File: src/rtl/btn_scan_pkg.sv
// Shared types, default parameters and helpers for the four-button select scanner.
package btn_scan_pkg;

  localparam int unsigned N_BTN         = 4;
  localparam int unsigned KEY_W         = 2;
  localparam int unsigned TICK_DIV_DEF  = 50000;
  localparam int unsigned DEB_TICKS_DEF = 10;

  typedef enum logic [1:0] {
    UP      = 2'd0,
    DB_DOWN = 2'd1,
    DOWN    = 2'd2,
    DB_UP   = 2'd3
  } deb_state_t;

  // Active-low one-cold code with only bit idx cleared.
  function automatic logic [N_BTN-1:0] one_cold(input logic [KEY_W-1:0] idx);
    return ~(N_BTN'(1) << idx);
  endfunction

endpackage

File: src/rtl/btn_debounce.sv
// Tick-driven debouncer for one synchronised button; raises pe for one cycle on an accepted press.
module btn_debounce
  import btn_scan_pkg::*;
#(
  parameter int unsigned DEB_TICKS = DEB_TICKS_DEF
) (
  input  logic CLK,
  input  logic RST_N,
  input  logic tick,
  input  logic s,
  output logic held,
  output logic pe
);

  localparam int unsigned CW = $clog2(DEB_TICKS + 1);
  localparam logic [CW-1:0] CNT_LAST = CW'(DEB_TICKS);

  deb_state_t    r_state;
  deb_state_t    w_state_nxt;
  logic [CW-1:0] r_cnt;
  logic [CW-1:0] w_cnt_nxt;
  logic [CW-1:0] w_cnt_inc;
  logic          r_held;
  logic          w_held_nxt;
  logic          r_pe;
  logic          w_pe_nxt;

  assign w_cnt_inc = r_cnt + CW'(1);

  always_ff @(posedge CLK or negedge RST_N) begin
    if (!RST_N) begin
      r_state <= UP;
      r_cnt   <= '0;
      r_held  <= 1'b0;
      r_pe    <= 1'b0;
    end else begin
      r_state <= w_state_nxt;
      r_cnt   <= w_cnt_nxt;
      r_held  <= w_held_nxt;
      r_pe    <= w_pe_nxt;
    end
  end

  // State only moves on a sample tick; pe is a single-cycle pulse on entry to DOWN.
  always_comb begin
    w_state_nxt = r_state;
    w_cnt_nxt   = r_cnt;
    w_pe_nxt    = 1'b0;
    if (tick) begin
      unique case (r_state)
        UP: begin
          if (s) begin
            if (DEB_TICKS == 1) begin
              w_state_nxt = DOWN;
              w_cnt_nxt   = '0;
              w_pe_nxt    = 1'b1;
            end else begin
              w_state_nxt = DB_DOWN;
              w_cnt_nxt   = CW'(1);
            end
          end
        end
        DB_DOWN: begin
          if (!s) begin
            w_state_nxt = UP;
            w_cnt_nxt   = '0;
          end else if (w_cnt_inc == CNT_LAST) begin
            w_state_nxt = DOWN;
            w_cnt_nxt   = '0;
            w_pe_nxt    = 1'b1;
          end else begin
            w_cnt_nxt   = w_cnt_inc;
          end
        end
        DOWN: begin
          if (!s) begin
            if (DEB_TICKS == 1) begin
              w_state_nxt = UP;
              w_cnt_nxt   = '0;
            end else begin
              w_state_nxt = DB_UP;
              w_cnt_nxt   = CW'(1);
            end
          end
        end
        DB_UP: begin
          if (s) begin
            w_state_nxt = DOWN;
            w_cnt_nxt   = '0;
          end else if (w_cnt_inc == CNT_LAST) begin
            w_state_nxt = UP;
            w_cnt_nxt   = '0;
          end else begin
            w_cnt_nxt   = w_cnt_inc;
          end
        end
        default: begin
          w_state_nxt = UP;
          w_cnt_nxt   = '0;
        end
      endcase
    end
    w_held_nxt = (w_state_nxt == DOWN) || (w_state_nxt == DB_UP);
  end

  assign held = r_held;
  assign pe   = r_pe;

endmodule

File: src/rtl/btn_select_scan.sv
// Synchronises and debounces four active-low buttons and latches the lowest newly pressed one as a one-cold select.
module btn_select_scan
  import btn_scan_pkg::*;
#(
  parameter int unsigned TICK_DIV  = TICK_DIV_DEF,
  parameter int unsigned DEB_TICKS = DEB_TICKS_DEF
) (
  input  logic             CLK,
  input  logic             RST_N,
  input  logic [N_BTN-1:0] btn,
  output logic [N_BTN-1:0] sel,
  output logic [KEY_W-1:0] key_id,
  output logic             press,
  output logic [N_BTN-1:0] held
);

  localparam int unsigned PW = $clog2(TICK_DIV);
  localparam logic [PW-1:0] PRE_LAST = PW'(TICK_DIV - 1);

  logic [N_BTN-1:0] r_sync1;
  logic [N_BTN-1:0] r_sync2;
  logic [N_BTN-1:0] w_s;
  logic [PW-1:0]    r_pre;
  logic             w_tick;
  logic [N_BTN-1:0] w_held;
  logic [N_BTN-1:0] w_pe;
  logic             w_any_pe;
  logic [KEY_W-1:0] w_k;
  logic [N_BTN-1:0] r_sel;
  logic [KEY_W-1:0] r_key_id;
  logic             r_press;

  // Two-flop synchroniser in pin polarity; idles high so reset looks like "released".
  always_ff @(posedge CLK or negedge RST_N) begin
    if (!RST_N) begin
      r_sync1 <= '1;
      r_sync2 <= '1;
    end else begin
      r_sync1 <= btn;
      r_sync2 <= r_sync1;
    end
  end

  assign w_s = ~r_sync2;

  // Free-running sample prescaler.
  always_ff @(posedge CLK or negedge RST_N) begin
    if (!RST_N) begin
      r_pre <= '0;
    end else if (w_tick) begin
      r_pre <= '0;
    end else begin
      r_pre <= r_pre + PW'(1);
    end
  end

  assign w_tick = (r_pre == PRE_LAST);

  for (genvar i = 0; i < N_BTN; i++) begin : g_deb
    btn_debounce #(
      .DEB_TICKS (DEB_TICKS)
    ) u_deb (
      .CLK   (CLK),
      .RST_N (RST_N),
      .tick  (w_tick),
      .s     (w_s[i]),
      .held  (w_held[i]),
      .pe    (w_pe[i])
    );
  end

  // Lowest-index press event wins.
  always_comb begin
    w_any_pe = |w_pe;
    w_k      = '0;
    for (int i = N_BTN - 1; i >= 0; i--) begin
      if (w_pe[i]) begin
        w_k = KEY_W'(i);
      end
    end
  end

  always_ff @(posedge CLK or negedge RST_N) begin
    if (!RST_N) begin
      r_sel    <= one_cold(KEY_W'(0));
      r_key_id <= '0;
      r_press  <= 1'b0;
    end else if (w_any_pe) begin
      r_sel    <= one_cold(w_k);
      r_key_id <= w_k;
      r_press  <= 1'b1;
    end else begin
      r_press  <= 1'b0;
    end
  end

  assign sel    = r_sel;
  assign key_id = r_key_id;
  assign press  = r_press;
  assign held   = w_held;

endmodule

File: config.mk
export PLATFORM = sky130hd
export DESIGN_NAME = btn_select_scan
export DESIGN_NICKNAME = d
export VERILOG_FILES = /design/src/rtl/btn_scan_pkg.sv /design/src/rtl/btn_debounce.sv /design/src/rtl/btn_select_scan.sv
export SDC_FILE = /design/constraint.sdc
export NUM_CORES = 1
export LEC_CHECK = 0
export ABC_AREA = 1
export BUFFER_PORTS_ARGS = -buffer_cell sky130_fd_sc_hd__buf_2
export CORE_MARGIN = 4
export CORE_UTILIZATION = 60
export CTS_BUF_LIST = sky130_fd_sc_hd__clkbuf_8 sky130_fd_sc_hd__clkbuf_16
export DETAILED_ROUTE_END_ITERATION = 16
export PLACE_DENSITY_LB_ADDON = 0.15
export SLEW_MARGIN = 40
export SYNTH_ARGS = -nofsm -noshare
export SYNTH_HDL_FRONTEND = slang
export SYNTH_HIERARCHICAL = 1
export SYNTH_SLANG_ARGS = --single-unit
File: constraint.sdc
create_clock -name CLK -period 2.15 [get_ports CLK]
set_input_delay 0.1075 -clock CLK [delete_from_list [all_inputs] [get_ports CLK]]
set_output_delay 0.1075 -clock CLK [all_outputs]
set_load 0.02 [all_outputs]
== After elaboration in Yosys (flattened, before gate mapping) ==
Cells that the tools add are included.

* Bits in registers: 63
* Input port bits: 6
* Logic and storage cells: 154
* Output and inout port bits: 11

* Reductions and logical operators: 13
* Bitwise operators: 2
* Shift-type cells: 1
* Muxes and demuxes: 78
* Add/subtract/negate cells: 5
* Equality and inequality tests: 33

{| class="wikitable"
|+ Operators with widths
! cell !! count
|-
| $mux W4 || 20
|-
| $mux W2 || 32
|-
| $pmux W4 S4 || 4
|-
| $eq A2 B2 Y1 const B || 16
|-
| $pmux W2 S4 || 4
|-
| $mux W1 || 17
|-
| $add A16 B1 Y16 const B || 1
|-
| $add A4 B1 Y4 const B || 4
|-
| $eq A16 B16 Y1 const B || 1
|-
| $eq A4 B4 Y1 const B || 4
|-
| $mux W16 || 1
|-
| $ne A2 B2 Y1 const B || 8
|-
| $reduce_and A3 Y1 || 4
|-
| $eq A2 B1 Y1 const B || 4
|-
| $logic_not A2 Y1 || 4
|-
| $not A4 Y4 || 2
|-
| $logic_or A1 B1 Y1 || 4
|-
| $reduce_or A4 Y1 || 1
|-
| $shl A1 B2 Y4 const A || 1
|}

== Depth between registers and ports, before layout ==
Gate-level depths: netlist (run 1).

* Word-level depth: 8
* Depth in mapped cells: 12

== Modules after synthesis ==
The synthesis (run 1) kept the hierarchy.

{| class="wikitable"
|+ By module, submodules not included
! module !! cells an instance !! area each (um^2) !! times used
|-
| btn_debounce || 56 || 430.4 || 4
|-
| btn_select_scan || 160 || 1418.9 || 1
|}

== Worst setup path after synthesis (run 1) ==
Ideal clock, no wire load.

* Path type: register to register
* Start: register r_pre[0]
* End: register g_deb[0].u_deb.r_cnt[3]
* Buffers on the path: 0
* Arrival: 1.611 ns
* Cell stages (with the launch flop): 12
* Slack: 0.456 ns
* Required time: 2.067 ns
* Clock period less this slack: 1.694 ns
* Cell sequence: dfrtp_1 > ha_1 > nand3_2 > nor2_1 > nand2_1 > inv_2 > nand2_1 > inv_1 > nand2_1 > nor2_1 > nand2_1 > o21ai_0

* Cells in the longest elaborated chain, start to end: 2

{| class="wikitable"
|+ RTL lines
! what !! line !! text
|-
| start, declared || btn_select_scan.sv:23 || <nowiki>logic [PW-1:0] r_pre;</nowiki>
|-
| start signal, assigned || btn_select_scan.sv:53 || <nowiki>r_pre <= r_pre + PW'(1);</nowiki>
|-
| $eq A16 B16 Y1 || btn_select_scan.sv:57 || <nowiki>assign w_tick = (r_pre == PRE_LAST);</nowiki>
|-
| via w_tick || btn_select_scan.sv:24 || <nowiki>logic w_tick;</nowiki>
|-
| $reduce_and A3 Y1 (no source line) || - ||
|-
| end signal, assigned || btn_debounce.sv:38 || <nowiki>r_cnt <= w_cnt_nxt;</nowiki>
|-
| end, declared || btn_debounce.sv:20 || <nowiki>logic [CW-1:0] r_cnt;</nowiki>
|}

The timed path passes the listed nets, and every way through them passes these cells.
A chain may end at the register's enable or synchronous reset.

== Worst setup path after layout (run 1) ==
* Start: register r_pre[0]
* End: register g_deb[2].u_deb.r_cnt[3]

* Cells in the longest elaborated chain, start to end: 2

{| class="wikitable"
|+ RTL lines
! what !! line
|-
| $eq A16 B16 Y1 || btn_select_scan.sv:57
|-
| via w_tick || btn_select_scan.sv:24
|-
| $reduce_and A3 Y1 (no source line) || -
|-
| end signal, assigned || btn_debounce.sv:38
|-
| end, declared || btn_debounce.sv:20
|}

The timed path passes the listed nets, and every way through them passes these cells.

==> qor.yml, run 1 <==
post-route-util_pct: 70.8
start_util_pct: 61.9
synthSimpleGateAreaFrac_pct: 31.7
hp-class: "in2async"
maxCapViolations: 0
grt_use_total_pct: 20.2
crit_slowest_cell: "dfrtp_1"
diodes: 0
fin_tns_setup_ps: 0
min_period_ps: 1900
place_ws_ps: 180
fin_crit_sh_pct: 88.6
io_pins: 17
synth_fp_nets: 399
cp-start-kind: "flip-flop"
synthMuxAreaShare_pct: 0
yosysSeqAreaShare_pct: 50.6
crit_path_max_incr_delay_ps: 430
clock_path_buffers: 2
path_buf_inv: 2
fmax_mhz: 525
drive_gt1_share_pct: 18.1
p_total_w: 0.00231
crit_path_end_kind: "flip-flop"
ys_top_cells_by_count: "110 x nand2_1, 59 x inv_1, 52 x dfrtp_1"
gp_congestion: 0.865
synthDistinctLibCells: 20
ys_top_cells_by_area: "dfrtp_1 41%, nand2_1 13%, dfstp_2 9.2%, inv_1 7.1%, nor2_1 4.8%"
rsz0062_at_grt: "no"
synthArstFlopShare_pct: 100
synth_compound_area_share_pct: 3.59
grt_pass1_vias: 2330
syn2layout_area_growth_pct: 14.4
crit_type: "reg2reg"
cts_made_buffers: 9
skew_ps: 5.27
die_w_um: 80.3
port_buffers: 16
synth_top_area_share_pct: 41.4
cts_max_level: 3
syn_area_mm2: 0.00314
crit_chain: "ha_2, nand3_2, nor2_1, nand2_1, clkinv_4, nand2_1, inv_1, nand2_1, nor2_1, nand2_1, o21ai_0"
dpl_cell_area_mm2: 0.00333
die_h_um: 80.3
insertion_delay_ps: 330
post_cts.repair.setup_buffers: 0
fin_area_mm2: 0.00359
nNetsFinal: 432
ir_worst_vdd_mv: 0.440
regToRegSetupSlack_ps: 250
synth_edf_count: 0
grt_max_degree: 43
synthCells: 384
p_per_area_mw_per_mm2: 643
drc: 0
grt_antenna_before_repair: 0
synth_top_family_by_area: "simple AND/OR/NAND/NOR gates"
yosysWarningCount: 6
core_mm2: 0.00507
overflow: 0
dieArea_mm2: 0.00646
drt_iter0_drc: 173
clk_pin_slew_ps: 70
clock_sinks: 63
worst_pin_slew_ps: 512
yosysMostFrequentCell: "nand2_1"
avgSynthCellArea_um2: 8.18
cts_root_buf: "clkbuf_8"
synth_adder_area_share_pct: 3.59
finalSetupViolations: 0
arrival_ps: 2160
cts_tree: "done"
viasPerCell: 5.07
finalWirelength_um: 5810
hold_violations: 0
worst-path-max-fanout: 16
cp_common_cell: "nand2_1"
slew_headroom_pct: 65.9
final_antenna_net_count: 0
synth_seq_cells: 63
fin_ws_ps: 245
ys.flop_type: "dfrtp_1"
maxSlewViolCount: 0
dpl.hpwl_um: 4210
status: "finished, final reports clean"
power_leakage_nw: 1.91
path_delay_family: "simple AND/OR/NAND/NOR gates"
vias: 2488
grt_pass1_wl_um: 10000
synth.largest_area_cell: "dfrtp_1"
required_ps: 2400
row_count: 26
first_pass_iters: 4
synthXorXnorAreaFrac_pct: 2.51
avgRoutedWirePerCell_um: 11.8
worst paths after layout:
kind                            start                 endpoint  cells after the start
max                          r_pre[0]  g_deb[2].u_deb/r_cnt[3]                     11
min                             RST_N                 r_pre[8]                      2
max reg2reg                  r_pre[0]  g_deb[2].u_deb/r_cnt[3]                     11
min reg2reg                r_sync1[1]               r_sync2[1]                      0
max in group asynchronous       RST_N               r_sync1[0]                      3
min in group CLK           r_sync1[1]               r_sync2[1]                      0
registers in the layout (all words and copies together), names as in the netlist:
name and cells:
g_deb.u_deb/held 4, key_id 2, g_deb.u_deb/r_state 8, g_deb.u_deb/pe 4, sel 4, g_deb.u_deb/r_cnt 16, r_sync2 4, press 1
r_sync1 4, r_pre 16
layout by cell type (no fill, tap or decap), types with 2 or more instances in the layout:
cell           Yosys  layout
nor2_4             6       6
xor2_1             8       8
ha_1               9       8
dlygate4sd3_1      0       5
inv_2              8       7
o21ai_0           18      18
dfrtp_1           52      52
nand3_2            7       7
nand2_1          110     110
nand3_1           23      23
nor2_2             2       2
clkinv_4           0       2
inv_1             59      60
nor2_1            40      40
nand4_1           13      13
buf_2              0      16
nand2_2            9       9
clkbuf_8           0      12
a21oi_1            3       3
nor3_1             3       3
dfstp_2           11      11
cells by family (layout without fill, tap and decap cells):
kind of cell | Yosys count | in the layout
and+or+nand+nor | 214 | 214
buffers and inverters | 67 | 104
AOI/OAI and AO/OA | 22 | 22
DFF | 63 | 63
adders and majority gates | 9 | 9
xor gates and xnor gates | 9 | 9
timing repair:
item,4_1_cts,5_1_grt
setup endpoints to repair,0,16
hold buffers,5,0
resized for setup,0,3
endpoints found under the hold margin,23,0
where the power goes:
| group | internal (W) | total (W) | switching, W |
|---|---|---|---|
| combinational | 0.0000158 | 0.0000490 | 0.0000332 |
| clock | 0.000622 | 0.00106 | 0.000439 |
| sequential | 0.00120 | 0.00120 | 0.00000211 |
layer usage:
layer / wire, µm / global-route usage [%] / up-vias / share of wire [%]
li1: - / - / 1251 / -
met1: 2720 / 26.6 / 1178 / 47
met2: 2820 / 33.0 / 51 / 48
met3: 183 / 3.14 / 8 / 3.1
met4: 89 / 8.95 / 0 / 1.5
met5: 0 / 0 / - / 0
final cells by class:
class,count,area [µm²]
Clock buffer,12,165
Clock inverter,3,42.5
Fill cell,416,1480
Inverter,67,256
Multi-Input combinational cell,254,1300
Sequential cell,63,1590
Tap cell,70,87.6
Timing Repair Buffer,22,150
worst reg2reg max path: stages, from the launching register on:
cell and delay (ps):
dfrtp_1 430, ha_2 240, nand3_2 160, nor2_1 140, nand2_1 150, clkinv_4 160
nand2_1 100, inv_1 130, nand2_1 90, nor2_1 110, nand2_1 60, o21ai_0 70
stage by stage:
stage / instances / hold WS [ps]
3_5_place_dp: 471 / 109
5_1_grt: 491 / 327
3_3_place_gp: 471 / 105
4_1_cts: 491 / 289
2_1_floorplan: 384 / -188
6_report: 491 / 284
Note: power is estimated with default switching activity, not from simulation.
==> inputs of run 2 (changes only) <==
--- a/config.mk
+++ b/config.mk
@@ -5,12 +5,12 @@
 export SDC_FILE = /design/constraint.sdc
 export NUM_CORES = 1
 export LEC_CHECK = 0
-export ABC_AREA = 1
 export BUFFER_PORTS_ARGS = -buffer_cell sky130_fd_sc_hd__buf_2
 export CORE_MARGIN = 4
 export CORE_UTILIZATION = 60
 export CTS_BUF_LIST = sky130_fd_sc_hd__clkbuf_8 sky130_fd_sc_hd__clkbuf_16
 export DETAILED_ROUTE_END_ITERATION = 16
+export GPL_TIMING_DRIVEN = 1
 export PLACE_DENSITY_LB_ADDON = 0.15
 export SLEW_MARGIN = 40
 export SYNTH_ARGS = -nofsm -noshare
==> qor.yml, run 2 <==
fmax_mhz: 458  # was 525 MHz
nNetsFinal: 361  # was 432
min_period_ps: 2180  # was 1900 ps
worst_pin_slew_ps: 511  # was 512 ps
crit_chain: "or3b_4, nor4_4, buf_4, and2_4, nand3_2, o21ai_4, mux2_4"  # was ha_2, nand3_2, nor2_1, nand2_1, clkinv_4, nand2_1, inv_1, nand2_1, nor2_1, nand2_1, o21ai_0
dpl_cell_area_mm2: 0.00340  # was 0.00333 mm²
drt_iter0_drc: 98  # was 173
synth_edf_count: 0  # unchanged
synth_adder_area_share_pct: 3.63  # was 3.59%
die_h_um: 79.9  # was 80.3 µm
worstRegToRegCells: 7  # was 11
vias: 2343  # was 2488
fin_area_mm2: 0.00376  # was 0.00359 mm²
synth_fp_nets: 309  # was 399
core_mm2: 0.00488  # was 0.00507 mm²
rsz0062_at_grt: "yes"  # was no
yosysMostFrequentCell: "dfrtp_1"  # was nand2_1
synthXorXnorAreaFrac_pct: 5.92  # was 2.51%
synth_seq_cells: 63  # unchanged
avgSynthCellArea_um2: 10.6  # was 8.18 µm²
yosysWarningCount: 6  # unchanged
synthSimpleGateAreaFrac_pct: 19.2  # was 31.7%
grt_max_degree: 31  # was 43
ir_worst_vdd_mv: 0.415  # was 0.440 mV
dpl.hpwl_um: 4040  # was 4210 µm
fin_hold_ws_ps: 180  # was 284 ps
ys.flop_type: "dfrtp_1"  # unchanged
synth_compound_area_share_pct: 11.3  # was 3.59%
hp-class: "in2async"  # unchanged
insertion_delay_ps: 340  # was 330 ps
cp-start-kind: "flip-flop"  # unchanged
synth.largest_area_cell: "dfrtp_1"  # unchanged
critPathLaunch: "r_pre[10]"  # was r_pre[0]
path_delay_family: "simple AND/OR/NAND/NOR gates"  # unchanged
violations: "negative setup slack"
arrival_ps: 2400  # was 2160 ps
p_per_area_mw_per_mm2: 606  # was 643 mW/mm²
hold_violations: 0  # unchanged
fin_tns_setup_ps: -59.3  # was 0 ps
maxSlewViolCount: 0  # unchanged
grt_pass1_vias: 2235  # was 2330
synthCells: 294  # was 384
io_pins: 17  # unchanged
clock_path_buffers: 2  # unchanged
clock_sinks: 63  # unchanged
power_leakage_nw: 1.80  # was 1.91 nW
cts_max_level: 3  # unchanged
slew_headroom_pct: 65.8  # was 65.9%
row_count: 25  # was 26
first_pass_iters: 5  # was 4
ys_top_cells_by_count: "52 x dfrtp_1, 34 x nand2_1, 29 x nor2_1"  # was 110 x nand2_1, 59 x inv_1, 52 x dfrtp_1
viasPerCell: 5.61  # was 5.07
yosysSeqAreaShare_pct: 51.2  # was 50.6%
start_util_pct: 63.6  # was 61.9%
status: "complete, but fails checks"  # was finished, final reports clean
r2r-start: "r_pre[10]"  # was r_pre[0]
fin_crit_sh_pct: 101  # was 88.6%
fin_ws_ps: -31.7  # was 245 ps
final_antenna_net_count: 0  # unchanged
crit_path_end_kind: "flip-flop"  # unchanged
reg2reg_to: "g_deb[0].u_deb/r_state[1]"  # was g_deb[2].u_deb/r_cnt[3]
port_buffers: 16  # unchanged
ys_top_cells_by_area: "dfrtp_1 42%, dfstp_2 9.3%, nand2_1 4.1%, xor2_1 3.7%, ha_1 3.6%"  # was dfrtp_1 41%, nand2_1 13%, dfstp_2 9.2%, inv_1 7.1%, nor2_1 4.8%
cts_tree: "done"  # unchanged
layout_common_cells: "52 x dfrtp_1, 34 x nand2_1, 29 x nor2_1, 22 x buf_4"  # was 110 x nand2_1, 60 x inv_1, 52 x dfrtp_1, 40 x nor2_1, 23 x nand3_1
skew_ps: 8.62  # was 5.27 ps
layout_commonest_cell: "dfrtp_1"  # was nand2_1
grt_antenna_before_repair: 0  # unchanged
maxCapViolations: 0  # unchanged
synthMuxAreaShare_pct: 5.48  # was 0%
die_w_um: 79.9  # was 80.3 µm
overflow: 0  # unchanged
synth_top_family_by_area: "simple AND/OR/NAND/NOR gates"  # unchanged
finalSetupViolations: 2  # was 0
path_buf_inv: 1  # was 2
clk_pin_slew_ps: 70  # about the same
drive_gt1_share_pct: 27.9  # was 18.1%
gp_congestion: 0.940  # was 0.865
synthArstFlopShare_pct: 100  # unchanged
diodes: 0  # unchanged
finalWirelength_um: 6150  # was 5810 µm
reg_top3: "g_deb.u_deb/r_cnt x16, r_pre x16, g_deb.u_deb/r_state x8"  # unchanged
crit_slowest_cell: "or3b_4"  # was dfrtp_1
crit_path_max_incr_delay_ps: 410  # was 430 ps
grt_use_total_pct: 21.2  # was 20.2%
cts_root_buf: "clkbuf_8"  # unchanged
required_ps: 2370  # was 2400 ps
fillers: 321  # was 416
regToRegSetupSlack_ps: -30  # was 250 ps
drc: 0  # unchanged
synthDistinctLibCells: 34  # was 20
crit_type: "reg2reg"  # unchanged
syn_area_mm2: 0.00311  # was 0.00314 mm²
syn2layout_area_growth_pct: 21.0  # was 14.4%
dieArea_mm2: 0.00639  # was 0.00646 mm²
avgRoutedWirePerCell_um: 14.7  # was 11.8 µm
grt_pass1_wl_um: 10400  # was 10000 µm
cts_made_buffers: 9  # unchanged
worst-path-max-fanout: 6  # was 16
synth_top_area_share_pct: 41.9  # was 41.4%
## run 2: what timing repair did
item | in CTS | in global routing
pin swaps | 2 | 5
hold buffers | 5 | 0
buffers inserted | 2 | 3
hold endpoints to repair | 14 | 0
gates resized for setup | 3 | 12
endpoints found under the setup margin | 6 | 12
## run 2: logic make-up (layout without fill, tap and decap cells)
group,Yosys count,after routing
flip-flops,63,63
multiplexers,16,16
AND/OR/NAND/NOR,114,114
adder cells (fa/ha/maj),9,9
XOR/XNOR,21,21
AO/OA/AOI/OAI,52,52
buffers and inverters,19,76
## run 2: metal layers
layer / share of wire [%] / GRT usage, % / vias up
li1: - / - / 1138
met1: 46 / 28.6 / 1138
met2: 48 / 32.8 / 58
met3: 4.7 / 5.08 / 9
met4: 1.5 / 8.61 / 0
met5: 0 / 0 / -
## run 2: power by group
| part | leakage (nW) | switching, W | internal (W) | total, W |
|---|---|---|---|---|
| combinational | 0.859 | 0.0000367 | 0.0000139 | 0.0000506 |
| sequential | 0.827 | 0.00000191 | 0.00120 | 0.00120 |
| clock | 0.110 | 0.000439 | 0.000588 | 0.00103 |
| total | 1.80 | 0.000477 | 0.00180 | 0.00228 |
## run 2: area by class of cell
type                    instances  area, µm²  share of cell area [%]
multi-input cells             212       1510                    40.2
inverters                      15       56.3                    1.50
clock inverters                 5       48.8                    1.30
flip-flops and latches         63       1590                    42.3
clock buffers                  11        151                    4.03
well taps                      67       83.8                    2.23
repair buffers                 45        318                    8.46
## run 2: how the worst max path moves through the flow
stage | end | slack, ps | cells after the start
4_1_cts | g_deb[0].u_deb/r_state[1] | -3 | 8
5_1_grt | g_deb[0].u_deb/r_state[1] | -160 | 8
2_1_floorplan | g_deb[0].u_deb/held | -670 | 6
3_5_place_dp | g_deb[2].u_deb/held | 9 | 8
6_report | g_deb[0].u_deb/r_state[1] | -30 | 7
3_3_place_gp | g_deb[3].u_deb/held | 70 | 8
## run 2: stage by stage
step	setup slack (ps)	cells	total power, W	util (%)
after floorplan	-667	294	0.00123	-
after global placement	67.9	392	0.00127	69.6
after detailed placement	8.86	392	0.00127	69.6
after CTS	-3.48	415	0.00230	75.3
after global routing	-161	418	0.00236	77.0
final	-31.7	418	0.00228	77.0
